## src/rtl/down_counter_timer.sv

```systemverilog
// Loadable down-counter/timer with valid/ready load handshake, count enable,
// abort, optional auto-reload and a one-cycle registered terminal-count pulse.
module down_counter_timer #(
    parameter int unsigned WIDTH = 4
) (
    input  logic             clk,
    input  logic             rst,
    input  logic             load_valid,
    output logic             load_ready,
    input  logic [WIDTH-1:0] load_val,
    input  logic             auto_reload,
    input  logic             en,
    input  logic             abort,
    output logic [WIDTH-1:0] cnt,
    output logic             busy,
    output logic             done
);

    typedef enum logic {
        IDLE = 1'b0,
        RUN  = 1'b1
    } state_t;

    localparam logic [WIDTH-1:0] ONE = WIDTH'(1);

    state_t           state, state_nx;
    logic [WIDTH-1:0] cnt_nx;
    logic [WIDTH-1:0] reload_reg, reload_nx;
    logic             reload_en, reload_en_nx;
    logic             done_nx;
    logic             accept;

    assign load_ready = (state == IDLE);
    assign busy       = (state == RUN);
    assign accept     = load_valid & load_ready;

    // State and datapath registers; active-low reset overrides every input.
    always_ff @(posedge clk) begin
        if (!rst) begin
            state      <= IDLE;
            cnt        <= '0;
            reload_reg <= '0;
            reload_en  <= 1'b0;
            done       <= 1'b0;
        end else begin
            state      <= state_nx;
            cnt        <= cnt_nx;
            reload_reg <= reload_nx;
            reload_en  <= reload_en_nx;
            done       <= done_nx;
        end
    end

    // Next-state and next-count logic; abort outranks decrement and terminal count.
    always_comb begin
        state_nx     = state;
        cnt_nx       = cnt;
        reload_nx    = reload_reg;
        reload_en_nx = reload_en;
        done_nx      = 1'b0;
        case (state)
            IDLE: begin
                if (accept) begin
                    if (load_val != '0) begin
                        cnt_nx       = load_val;
                        reload_nx    = load_val;
                        reload_en_nx = auto_reload;
                        state_nx     = RUN;
                    end else begin
                        // A zero load expires immediately: pulse done, stay idle.
                        done_nx = 1'b1;
                    end
                end
            end
            RUN: begin
                if (abort) begin
                    cnt_nx   = '0;
                    state_nx = IDLE;
                end else if (en) begin
                    if (cnt == ONE) begin
                        done_nx = 1'b1;
                        if (reload_en) begin
                            cnt_nx = reload_reg;
                        end else begin
                            cnt_nx   = '0;
                            state_nx = IDLE;
                        end
                    end else begin
                        cnt_nx = cnt - ONE;
                    end
                end
            end
            default: begin
                cnt_nx   = '0;
                state_nx = IDLE;
            end
        endcase
    end

endmodule

```

## config.mk

```make
export PLATFORM = sky130hd
export DESIGN_NAME = down_counter_timer
export DESIGN_NICKNAME = d
export VERILOG_FILES = /design/src/rtl/down_counter_timer.sv
export SDC_FILE = /design/constraint.sdc
export NUM_CORES = 1
export LEC_CHECK = 0
export CAP_MARGIN = 20
export CORE_MARGIN = 3
export CORE_UTILIZATION = 40
export CTS_BUF_LIST = sky130_fd_sc_hd__clkbuf_16
export DETAILED_ROUTE_END_ITERATION = 8
export PLACE_DENSITY = 0.8
export SLEW_MARGIN = 15
export SYNTH_ARGS = -nofsm -noshare
export SYNTH_HDL_FRONTEND = slang
export SYNTH_SLANG_ARGS = --single-unit
```

## constraint.sdc

```tcl
create_clock -name clk -period 1.4 [get_ports clk]
set_input_delay 0.28 -clock clk [delete_from_list [all_inputs] [get_ports clk]]
set_output_delay 0.28 -clock clk [all_outputs]
set_load 0.005 [all_outputs]
```

==> flow_summary.yaml <==
status:
  status: "finished clean"
synthesis:
  netlist_instances: 67
  synth_warnings: 0
  syn_area_um2: 608.1
  synth_nets: 79
  synth.area.top_cells: "dfxtp_1 36%, nor2b_1 7.2%, o21ai_0 6.6%"
  ys_ff_latch: 11
  syn_avg_cell_area_um2: 9.076
  seq_area_frac_synth_pct: 36.21
  yosys.area.top_type: "dfxtp_1"
  synth_top_area_share_pct: 36.21
  synth_cell_types: 26
power:
  p_sw_share_pct: 24.97
  power.density_mw_per_mm2: 1117
  switchingPower_w: 0.0002880
  p_leak_nw: 0.4466
  p_int_w: 0.0008655
  p_seq_share_pct: 31.9
  clock_power_share_pct: 44.3
  ir_worst_vdd_mv: 0.7577
  combPwrFrac_pct: 23.8
  total_power_w: 0.001153
clocking:
  cts_made_buffers: 3
  clock-root-buffer: "clkbuf_16"
  cts_tree: "yes"
  ctsHtreeMaxLevel: 1
  cts_max_path_buffers: 2
  cts_num_sinks: 11
  clk_pin_slew_ns: 0.04
  clkLatencyLatePin_ns: 0.24
  holdBufCountCts: 0
routing:
  drcViolationCount: 0
  wl_per_cell_um: 15.85
  drtAntennaViolNets: 0
  drt_first_pass_iters: 4
  drtIter0Drc: 31
  wirelength_um: 1855
  vias: 664
  vias_per_cell: 5.675
sta:
  tightest_slew_ns: 0.3581
  setup_viol: 0
  period_share_pct: 97.02
  slew_headroom_pct: 76.04
  clock-skew-final_ns: 0.003854
  min_period_ns: 1.358
  hold_violations: 0
  slew_violations: 0
  fin_setup_tns_ns: 0
  max_freq_ghz: 0.7362
  rsz0062_at_grt: "true"
place:
  gp_congestion: 0.8192
  port-buffer-count: 16
  place.detailed.hpwl_um: 1168
  dpl.cell_count: 108
layout:
  instances_no_fill: 117
  multi_input_comb_area_um2: 402.9
  regArea_um2: 236.5
  fill_cells: 109
  area_growth_pct: 69.75
  drive_above_1_share_pct: 34.31
  utilization_pct: 75.55
  finalNetCount: 115
  diodes: 0
critical_path:
  end_kind: "flop"
  cpPeakStageDelay_ns: 0.49
  path_class: "in2reg"
  cp_cell_sequence: "clkdlybuf4s50_1, nand2b_1, o21ai_4, o21ai_1, o221a_2"
  cp.arrival_ns: 1.48
  cp.required_ns: 1.53
  r2r_cells: 7
  critPathSlowestCell: "clkdlybuf4s50_1"
  startpoint_type: "input port"
  crit_fanout: 8
  reg2reg_slack_ns: 0.05
  r2r_start: "cnt[1]"
  r2r-end: "cnt[0]"
global_routing:
  grt_overflow: 0
  antenna_found_initial: 0
  grt_pass1_wl_um: 2953
  busiest_layer: "met2"
  use_met1_pct: 23.79
  grt_start_max_net_pins: 12
  gr-usage-met2_pct: 33.05
  grt_util_met3_pct: 5.179
  grt_pass1_vias: 655
  grtUsageTotal_pct: 20.11
die:
  die_w_um: 44.99
  io-pin-count: 17
  rows: 13
  fp.dieH_um: 44.99
  initial_core_util_pct: 44.51
  core-area_mm2: 0.001366
  fp.dieArea_mm2: 0.002024
hold_path:
  hold_depth: 2
  worst_hold_path_type: "reg2reg"
  min_delay_worst_endpoint: "reload_reg[0]"
  min_from: "reload_reg[0]"
flow_run:
  drv_cap: 0
==> worst max-delay path by stage <==
stage / start / endpoint / slack [ns]
after global placement: load_val[3] / cnt[2] / -0.26
after floorplan: cnt[1] / cnt[2] / 0.03
after detailed placement: load_val[0] / cnt[2] / -0.30
after CTS: busy / busy / 0.001
after global routing: cnt[1] / cnt[3] / -0.05
final: load_valid / cnt[2] / 0.04
==> logic make-up after synthesis <==
group                      Yosys count  synth area share [%]
buffers and inverters                5                 3.085
muxes                                1                 1.646
DFF                                 11                 36.21
adders and majority gates            2                 4.115
AOI/OAI and AO/OA                   25                 27.57
and+or+nand+nor                     22                 25.92
xor gates and xnor gates             1                 1.441
==> synth_stat cells <==
cell type and n:
a31oi_1 2, mux2i_1 1, nor4_4 1, a22oi_1 4
o221a_2 1, a211oi_1 1, nor2_1 4, a32oi_1 1
o21ai_2 1, or4_1 1, inv_1 4, nor2b_1 7
nand2b_4 1, xor2_1 1, a21oi_1 2, o21ai_0 8
a21boi_0 4, ha_1 2, and3_1 2, o311ai_0 1
dfxtp_1 11, nand2b_1 2, nor3b_4 1, clkbuf_1 1
nor3_1 1, nand2_1 2
==> layout by cell type, fill, tap and decap left out, types with 3 or more instances in the layout <==
master,Yosys,final
nor2b_1,7,7
buf_4,0,15
dfxtp_1,11,6
dfxtp_4,0,4
dlygate4sd2_1,0,7
a22oi_1,4,4
nor2_1,4,4
clkbuf_16,0,3
inv_1,4,3
clkdlybuf4s50_1,0,7
o21ai_1,0,4
o21ai_0,8,3
==> timing repair <==
item                                    in CTS  in global routing
setup buffers                                2                  3
endpoints found under the setup margin      11                  9
gates resized for setup                     19                 14
pin swaps                                    1                  6
==> metrics by stage <==
stage                     instance area [um2]  setup WS [ns]  hold WS, ns
after floorplan                         609.3        0.02685       0.4183
after CTS                               987.2       0.001444       0.5320
after detailed placement                867.1        -0.2963       0.5189
after global placement                  867.1        -0.2564       0.5115
after global routing                     1032       -0.04772       0.5629
final                                    1032        0.04167       0.5310
==> area by class of cell <==
| class | instances | area share (%) |
|---|---|---|
| clock buffers | 3 | 7.273 |
| clock inverters | 1 | 0.3636 |
| inverters | 4 | 1.455 |
| multi-input cells | 51 | 39.03 |
| flip-flops and latches | 11 | 22.91 |
| well taps | 15 | 1.818 |
| repair buffers | 32 | 27.15 |
==> critical path, delay by kind of cell <==
family | cells | cell delay (ns)
buffers and inverters | 1 | 0.49
AND/OR/NAND/NOR | 1 | 0.10
AO/OA/AOI/OAI | 3 | 0.61
==> per-layer routing <==
| layer | up-vias | share of wire (%) |
|---|---|---|
| met1 | 307 | 41 |
| met3 | 10 | 7.2 |
| met5 | - | 0 |
| li1 | 317 | - |
| met4 | 0 | 4.4 |
| met2 | 30 | 47 |
==> power groups by stage <==
stage,clock (W),sequential [W],combinational [W]
CTS,0.000513,0.000365,0.000260
detailed placement,0,0.000373,0.000241
global route,0.000532,0.000371,0.000304
floorplan,0,0.000372,0.000108
finish,0.000511,0.000368,0.000275
global placement,0,0.000371,0.000234
Power figures use the tool's default switching activity.
==> RTL change 1, RTL diff (same settings) <==
`WIDTH`: 4 -> 6.
--- a/src/rtl/down_counter_timer.sv
+++ b/src/rtl/down_counter_timer.sv
@@ -3,3 +3,3 @@
 module down_counter_timer #(
-    parameter int unsigned WIDTH = 4
+    parameter int unsigned WIDTH = 6
 ) (
Ports: changed (resized cnt and load_val); port bits go from 17 to 21. No check against the original RTL was run, so the function may have changed too.
==> RTL change 1 against the unedited design <==
  * The flow now finishes with violations (setup timing)
  * Synthesized cell count grew 58%
  * Wire length grew 58%
  * Sequential power grew 36%
  * Power grew 32%
  * Sequential share of layout area shrank 2.0 points
  * Worst setup slack lost 84 ps
  * Cell area grew 46%
  * Critical path depth grew 1
  * Sequential cell count grew 4
  * Synthesized area grew 47%
  * Count of clock-buffer cells in the layout is the same
  * Critical path type unchanged
  * Critical endpoint is now cnt[1]
  * Largest power group unchanged
==> RTL change 1: results (changes against the unedited design) <==
qor: worst_setup_path.slowest_delay 570 ps [+80 ps]
qor: placement.port_buffers 20 [+4]
qor: synthesis.synth.top_cells.by_count sky130_fd_sc_hd__nand2_1, sky130_fd_sc_hd__dfxtp_1, sky130_fd_sc_hd__o21ai_0
qor: run_status.violations_in_the_final_reports setup timing
qor: worst_setup_path.ff2ff_setup_slack -10 ps [-60 ps]
qor: synthesis.synthesis.nets 120 [+52%]
qor: worst_setup_path.reg2reg_to cnt[1]
qor: sta.final_critical_path_setup_slack -41.9 ps [-83.6 ps]
qor: pwr.pwr.group.combinational 479 uW [+74%]
qor: synthesis.synthTopCellsByArea sky130_fd_sc_hd__dfxtp_1, sky130_fd_sc_hd__nand2_1, sky130_fd_sc_hd__o21ai_0
qor: cells_and_area.final_layout_size_suffix_gt1_share 46.5% [+12 points]
qor: worst_setup_path.worstPathArrival 1600 ps [+120 ps]
qor: synthesis.synth.lib_cells_used.distinct 39 [+50%]
qor: synthesis.synth.avg_cell_area 8.42 um2 [-7.3%]
qor: sta.final_number_of_setup_violating_endpoints 7 [+7]
qor: pwr.pwr-share-clk 35.9% [-8.4 points]
qor: min_path.min-delay-start load_val[2]
qor: drt.vias_per_cell 5.78 [+1.8%]
qor: pwr.ir_drop 0.862 mV [+14%]
qor: sta.timing.clock.skew 2.14 ps [-1.72 ps]
qor: placement.total_cell_area_at_the_placement_stage 0.00129 mm2 [+49%]
qor: sta.fin_hold_ws 403 ps [-128 ps]
qor: worst_setup_path.worstPathMaxFanout 5 [-3]
qor: cells_and_area.final-instance-count-excl-fill 184 [+57%]
qor: worst_setup_path.critical-path-top-delay-family simple AND/OR/NAND/NOR gates
qor: grt.grt_pass1_vias 1,040 [+59%]
qor: run_status.outcome finished, violations left
qor: worst_setup_path.slowest_stage sky130_fd_sc_hd__or4_4
qor: placement.dp_hpwl 2100 um [+80%]
qor: worst_setup_path.worst-r2r-cell-count 4 [-3]
qor: grt.wire_length_of_the_first_global_routing_pass 4690 um [+59%]
qor: drt.route.met3.wl 143 um [+7.5%]
qor: cells_and_area.fin_nets 172 [+50%]
qor: drt.wl_met1 1170 um [+53%]
qor: drt.drt_iter0_markers 15 [-52%]
qor: sta.timing.max_slew.rel_slack 78.5% [+2.4 points]
qor: drt.route.detailed.wl_per_inst 15.9 um [+0.37%]
qor: sta.fin_tns_setup -76.0 ps [-76.0 ps]
qor: grt.grt_usage 22.8% [+2.7 points]
qor: drt.met2_layer_wire_length_in_the_routed_design 1560 um [+78%]
qor: placement.worst_case_setup_slack_after_placement -658 ps [-362 ps]
qor: min_path.timing.hold.worst.class in -> reg
==> RTL change 1: timing repair <==
action	4_1_cts	5_1_grt
gates resized for setup	59	11
setup endpoints to repair	22	15
pin swaps	8	13
cloned	1	0
buffers inserted	0	3
==> RTL change 1: per-layer routing <==
layer	GRT usage (%)	vias up
li1	-	498
met3	3.10	8
met2	41.8	36
met1	26.1	521
met5	0	-
met4	8.94	0
==> RTL change 1: layout make-up <==
cell class	count	area, um2
clock buffers	3	75.1
clock inverters	1	5.00
fillers	159	539
inverters	4	17.5
multi-input cells	83	632
flip-flops and latches	15	314
well taps	27	33.8
repair buffers	51	425
==> RTL change 1: cells by family after synthesis <==
logic type,count (synthesis),share of synthesized area (%)
AOI/OAI and AO/OA,36,29.2
DFF,15,33.7
buffers and inverters,8,7.29
adders and majority gates,2,2.80
and+or+nand+nor,44,26.1
xor gates and xnor gates,1,0.982
==> RTL change 2, RTL diff (same settings) <==
Made on the original files. Make the reset (`rst`) asynchronous in one clocked block.
--- a/src/rtl/down_counter_timer.sv
+++ b/src/rtl/down_counter_timer.sv
@@ -37,3 +37,3 @@
     // State and datapath registers; active-low reset overrides every input.
-    always_ff @(posedge clk) begin
+    always_ff @(posedge clk or negedge rst) begin
         if (!rst) begin
Behaviour: differs if rst is asserted again (counterexample within 4 cycles, from zero or initial values and one cycle with rst low); with rst held inactive, the same outputs for 10 cycles.
==> RTL change 2 against the unedited design <==
  * Die area is 3.0% lower
  * Synthesized area shrank 3.5%
  * Largest cell class unchanged
  * Cell area grew 3.3%
  * Maximum frequency decreased by 10%
  * Worst setup slack got worse by 150 ps
  * Wire length increased by 4.9%
  * Sequential cell count did not move
  * Worst hold slack worse by 190 ps
  * Critical path type is now reg -> reg
  * Critical endpoint is now cnt[2]
  * The flow now finishes with violations (setup timing)
Power is not compared: it rests on default switching activity, and its combinational part moved more than twofold at a synthesized area within 25%.
==> RTL change 2: results (changes against the unedited design) <==
qor: run_status.outcome finished, violations left
qor: run_status.violations_in_the_final_reports setup timing
qor: sta.final_number_of_setup_violating_endpoints 8 [+8]
qor: drt.drt_iter0_markers 21 [-32%]
qor: cells_and_area.final_layout_size_suffix_gt1_share 37.3% [+2.9 points]
qor: drt.met2_layer_wire_length_in_the_routed_design 911 um [+4.1%]
qor: worst_setup_path.worst-r2r-cell-count 8 [+1]
qor: sta.final_critical_path_setup_slack -110 ps [-151 ps]
qor: synthesis.synthesis.instances 60 [-10%]
qor: cells_and_area.layout.nonclk_buf_share 30.3% [+3.1 points]
qor: synthesis.synthMostInstantiatedCell sky130_fd_sc_hd__dfrtp_1
qor: placement.cell_count_post_placement 105 [-2.8%]
qor: drt.route.met3.wl 149 um [+12%]
qor: placement.place.gp.congestion 0.780 [-4.8%]
qor: synthesis.synthTopCellsByArea sky130_fd_sc_hd__dfrtp_1, sky130_fd_sc_hd__a22o_1, sky130_fd_sc_hd__nor2_1
qor: cells_and_area.final-seq-area 278 um2 [+17%]
qor: drt.wl_met1 817 um [+7.1%]
qor: cells_and_area.count_of_buffers_not_belonging_to_the_clock_network_in_the_layout 38 [+19%]
qor: placement.total_cell_area_at_the_placement_stage 871 um2 [+0.43%]
qor: worst_setup_path.start_kind register
qor: worst_setup_path.worstPathMaxFanout 2 [-6]
qor: cts.post_cts.repair.setup_buffers 6 [+4]
qor: grt.grt_pass1_vias 603 [-7.9%]
qor: synthesis.synth-seq-area-share 46.9% [+11 points]
qor: grt.grt_usage 20.9% [+0.75 points]
==> RTL change 2: power by group through the flow <==
stage / clock [mW] / combinational (mW) / sequential, mW
CTS: 0.520 / 0.761 / 0.483
global route: 0.546 / 0.944 / 0.500
floorplan: 0 / 0.268 / 0.504
detailed placement: 0 / 0.615 / 0.502
finish: 0.510 / 0.880 / 0.492
global placement: 0 / 0.599 / 0.497
==> RTL change 2: cells by family (layout without fill, tap and decap cells) <==
kind of cell | after synthesis | count (layout) | synth area share (%)
XOR/XNOR | 1 | 1 | 1.49
AND/OR/NAND/NOR | 24 | 24 | 21.3
AO/OA/AOI/OAI | 18 | 18 | 22.2
multiplexers | 1 | 1 | 1.92
adder cells (fa/ha/maj) | 2 | 2 | 4.26
buffers and inverters | 3 | 45 | 1.92
flip-flops | 11 | 11 | 46.9
